==> src/rtl/t05_sram_arbiter.sv <==
// t05_sram_arbiter: four-requester round-robin arbiter driving a single SRAM bus window
//   ports: clk, rst (async active-high); req/req_we/req_addr/req_wdata per-requester inputs;
//   gnt/ack/rdata/timeout_err requester outputs; wr_en/r_en/select/addr/data_i bus outputs;
//   busy_o/data_o bus inputs
module t05_sram_arbiter #(
  parameter logic [31:0] BASE_ADDR = 32'h33000000,
  parameter logic [7:0]  MAX_WAIT  = 8'd255
) (
  input  logic         clk,
  input  logic         rst,
  input  logic [3:0]   req,
  input  logic [3:0]   req_we,
  input  logic [43:0]  req_addr,
  input  logic [127:0] req_wdata,
  output logic [3:0]   gnt,
  output logic [3:0]   ack,
  output logic [31:0]  rdata,
  output logic         timeout_err,
  output logic         wr_en,
  output logic         r_en,
  output logic [3:0]   select,
  output logic [31:0]  addr,
  output logic [31:0]  data_i,
  input  logic         busy_o,
  input  logic [31:0]  data_o
);
  localparam logic [1:0] IDLE = 2'd0, ISSUE = 2'd1, WAIT = 2'd2, DONE = 2'd3;
  logic [1:0] state, last_gnt, win;
  logic       we_l, busy_last;
  logic [7:0] cnt;
  assign select = 4'b1111;
  // closest requester after last_gnt wins; last_gnt itself is checked last
  always_comb begin
    win = last_gnt;
    for (int k = 3; k >= 0; k--)
      if (req[last_gnt + 2'(k + 1)]) win = last_gnt + 2'(k + 1);
  end
  always_ff @(posedge clk or posedge rst) begin
    if (rst) begin
      state       <= IDLE;
      last_gnt    <= 2'd3;
      gnt         <= '0;
      ack         <= '0;
      timeout_err <= 1'b0;
      wr_en       <= 1'b0;
      r_en        <= 1'b0;
      addr        <= '0;
      data_i      <= '0;
      rdata       <= '0;
      we_l        <= 1'b0;
      cnt         <= '0;
      busy_last   <= 1'b0;
    end else begin
      // busy history only accumulates inside WAIT, so edges elsewhere are ignored
      busy_last <= (state == WAIT) & busy_o;
      case (state)
        IDLE: if (|req) begin
          gnt      <= 4'b0001 << win;
          last_gnt <= win;
          we_l     <= req_we[win];
          addr     <= BASE_ADDR + {19'b0, req_addr[11*win +: 11], 2'b00};
          data_i   <= req_we[win] ? req_wdata[32*win +: 32] : 32'b0;
          wr_en    <= req_we[win];
          r_en     <= ~req_we[win];
          cnt      <= '0;
          state    <= ISSUE;
        end
        ISSUE: begin
          wr_en <= 1'b0;
          r_en  <= 1'b0;
          state <= WAIT;
        end
        WAIT: if (busy_last & ~busy_o) begin
          if (!we_l) rdata <= data_o;
          ack   <= gnt;
          state <= DONE;
        end else if (cnt == MAX_WAIT - 8'd1) begin
          ack         <= gnt;
          timeout_err <= 1'b1;
          state       <= DONE;
        end else cnt <= cnt + 8'd1;
        DONE: begin
          ack         <= '0;
          timeout_err <= 1'b0;
          gnt         <= '0;
          addr        <= '0;
          data_i      <= '0;
          state       <= IDLE;
        end
      endcase
    end
  end
endmodule

==> config.mk <==
export PLATFORM = sky130hd
export DESIGN_NAME = t05_sram_arbiter
export DESIGN_NICKNAME = d
export VERILOG_FILES = /design/src/rtl/t05_sram_arbiter.sv
export SDC_FILE = /design/constraint.sdc
export NUM_CORES = 1
export LEC_CHECK = 0
export CORE_MARGIN = 2
export CORE_UTILIZATION = 34
export DETAILED_ROUTE_END_ITERATION = 10
export PLACE_DENSITY_LB_ADDON = 0.2
export SETUP_SLACK_MARGIN = 0.2
export SLEW_MARGIN = 15
export SYNTH_ARGS = -nofsm -noshare
export SYNTH_HDL_FRONTEND = slang
export SYNTH_SLANG_ARGS = --single-unit
==> constraint.sdc <==
create_clock -name clk -period 3.8 [get_ports clk]
set_input_delay 1.14 -clock clk [delete_from_list [all_inputs] [get_ports clk]]
set_output_delay 1.14 -clock clk [all_outputs]
set_load 0.1 [all_outputs]
==> impl_metrics.csv <==
group,metric,value,unit
setup_path,max_stage_delay,0.49,ns
setup_path,crit_arrival,3.38,ns
logic_synthesis,synth-simple-area-share,0.193,
sta,drv_slew,0,
route,viasPerCell,5.02,
floorplan,ios,326,
floorplan,num_rows,45,
clocking,cts_buffers,9,
setup_path,crit_slowest_cell,"clkdlybuf4s50_1",
place,dp_hpwl,15500,µm
logic_synthesis,synth_edf_count,0,
final_layout,nets,1055,
grt,grt.total_usage,0.227,
logic_synthesis,synth_top_cell_by_area,"dfrtp_1",
sta,tns,0,ns
route,wl,19600,µm
place,port_buffers,304,
grt,grt_overflow_total,0,
sta,worstMarginPinSlew,0.819,ns
final_layout,drive_above_1_share,0.203,
flow_run,cap_violations,0,
route,drcViolationCount,0,
clocking,h-tree-depth,3,
floorplan,die-height,129,µm
pwr,powerDensity,894,nW/µm²
clocking,clk_pin_slew,0.07,ns
route,first_pass_iters,4,
place,gp_congestion,0.933,
sta,finClkSkew,0.00565,ns
sta,final.min_clock_period,3.17,ns
pwr,power.leakage,0.00399,µW
route,routedWlPerCell,18.7,µm
sta,fmax,316,MHz
logic_synthesis,synth_mux_area_frac,0.0774,
sta,hold_violations,0,
clocking,postCtsHoldBufs,0,
clocking,insertion_delay,0.35,ns
floorplan,start_util,0.349,
sta,relSlewSlack,0.452,
logic_synthesis,synthTopCellsByArea,"dfrtp_1 46%, mux2_2 7.4%, nand2_1 7.0%",
pwr,irDropWorstVdd,498,µV
grt,grt_pass1_vias,5323,
logic_synthesis,async_reset_ff_frac,1.00,
min_path,hold_class,"register to register",
logic_synthesis,synth_compound_area_frac,0.160,
grt,antenna_found_initial,1,
route,vias,5279,
logic_synthesis,yosysSeqAreaShare,0.473,
logic_synthesis,synthXorXnorAreaFrac,0.00982,
clocking,cts_root_buffer,"clkbuf_16",
floorplan,core_area,15300,µm²
logic_synthesis,synth_top_area_share,0.463,
clocking,postCtsSetupBuffers,0,
clocking,clk_path_buf_depth,2,
logic_synthesis,netlist_area,5350,µm²
sta,rsz0062_at_grt,"no",
route,antenna_left,0,
setup_path,crit_chain,"clkdlybuf4s50_1, nor2b_1, o21ba_2, a221o_2, and3_1, a222oi_1, o21ai_0",
setup_path,path_max_fanout,16,
grt,grt_pass1_wl,28800,µm
logic_synthesis,synth_top_family_by_area,"simple AND/OR/NAND/NOR gates",
sta,hold_ws,0.487,ns
setup_path,end_kind,"register",
logic_synthesis,synth-adder-area-share,0.0164,
setup_path,path_class,"input port to register",
setup_path,startpoint_type,"input port",
floorplan,die_w,129,µm
clocking,cts_tree,"yes",
sta,finalCritPeriodShare,0.834,
logic_synthesis,ys_ff_latch,101,
place,post-place-ws,0.308,ns
grt,grt_max_degree,38,
setup_path,required,4.01,ns
clocking,cts_num_sinks,101,
logic_synthesis,synth_cells,545,
logic_synthesis,yosys_warnings,0,
final_layout,area_growth,62.4,%
logic_synthesis,synth_area_per_cell,9.82,µm²
sta,setup_slack,0.631,ns
logic_synthesis,ys_types,45,
route,drt_iter0_markers,190,
status,outcome,"finished clean",
logic_synthesis,synth_ff_type,"dfrtp_1",
sta,finalSetupViolCount,0,
clocking,ctsResizeCount,0,
floorplan,die-area,16800,µm²
-- sequential cells by signal, indices dropped and copies added (netlist names) --
| signal | flops |
|---|---|
| wr_en | 1 |
| ack | 4 |
| timeout_err | 1 |
| r_en | 1 |
| data_i | 32 |
| rdata | 32 |
| busy_last | 1 |
| cnt | 8 |
| addr | 12 |
| last_gnt | 2 |
| we_l | 1 |
| state | 2 |
| gnt | 4 |
-- stage by stage --
stage,util,instances,cell area (µm²),total power [µW]
after floorplan,-,564,5430,5500
after global placement,0.545,1033,8350,6710
after detailed placement,0.545,1033,8350,6780
after CTS,0.567,1049,8680,7820
after global routing,0.567,1050,8680,8120
final,0.567,1052,8690,7760
-- per-layer routing --
metal  vias to the layer above  routed length (µm)  global-route usage  part of all wire
met5                         -                   0                   0                 0
met4                         0                 554              0.0961             0.028
met3                        29                1440              0.0446             0.073
met2                       248                9980               0.406              0.51
met1                      2470                7670               0.265              0.39
li1                       2532                   -                   -                 -
-- layout by cell type, fill, tap and decap left out, types with 2 or more instances in the layout --
master             n
clkdlybuf4s50_1  214
buf_4            106
nand2_1          100
dfrtp_1           99
mux2_2            35
nand3_1           32
a31oi_1           32
a22oi_1           29
and4_1            29
conb_1            21
o21ai_0           13
nor2_1            12
a21oi_1           12
a221o_1           11
clkbuf_16          9
nand2b_1           8
and3_1             7
ha_1               7
nand4_1            6
xor2_1             6
inv_1              5
diode_2            3
o21ai_1            3
a22o_1             3
clkinvlp_4         3
a222oi_1           3
nor2b_1            2
nand3b_1           2
mux2i_1            2
and2_1             2
inv_6              2
bufinv_16          2
dfstp_2            2
buf_12             2
-- report_power, final --
group	internal, µW	leakage (µW)	switching, µW	total [µW]
logic	1220	0.00249	3790	5020
registers	1460	0.00134	258	1720
clock network	600	0.000156	423	1020
-- path summary, 6_finish.rpt --
check                         start  slack, ns     endpoint  cells past startpoint
max                          req[1]       0.63   data_i[12]                      7
min                          ack[1]       0.49       ack[1]                      2
max reg2reg                state[0]       1.27    data_i[6]                      9
min reg2reg                  ack[1]       0.49       ack[1]                      2
max in group asynchronous       rst       1.83  last_gnt[1]                      3
min in group asynchronous       rst       1.27    rdata[19]                      2
-- cell families (layout without fill, tap and decap cells) --
kind of cell	after synthesis	after routing
compound gates	118	118
xor+xnor	6	6
fa+ha+maj	7	7
buf+inv	70	344
flops	101	101
mux	37	37
other cells	2	24
simple gates	204	204
-- worst max-delay path: cells and delay by family --
kind	cells	cell delay [ns]
compound gates	4	1.16
buf+inv	1	0.49
simple gates	2	0.57
-- cells in the mapped netlist, types with 2 or more instances --
library cell	number
nand2b_1	8
a222oi_1	3
mux2i_1	2
inv_1	6
conb_1	2
buf_4	24
nand3b_1	2
a31oi_1	32
xor2_1	6
o21ai_1	3
dfstp_2	2
nand4_1	6
a22o_1	3
a21oi_1	12
o21ai_0	14
nor2b_1	2
a221o_1	12
ha_1	7
a22oi_1	29
nor2_1	12
nand2_1	100
buf_2	2
nand3_1	32
dfrtp_1	99
and2_1	2
clkbuf_1	35
and4_1	29
mux2_2	35
and3_1	7
buf_6	2
-- area by class of cell --
type	instances	area [µm²]
antenna	3	7.51
clock buffer	10	239
clock inverter	6	92.6
fill	1321	6630
inverter	6	26.3
multi-input combinational	393	2550
sequential	101	2530
tap	211	264
timing repair buffer	322	2980
Power figures use the tool's default switching activity.
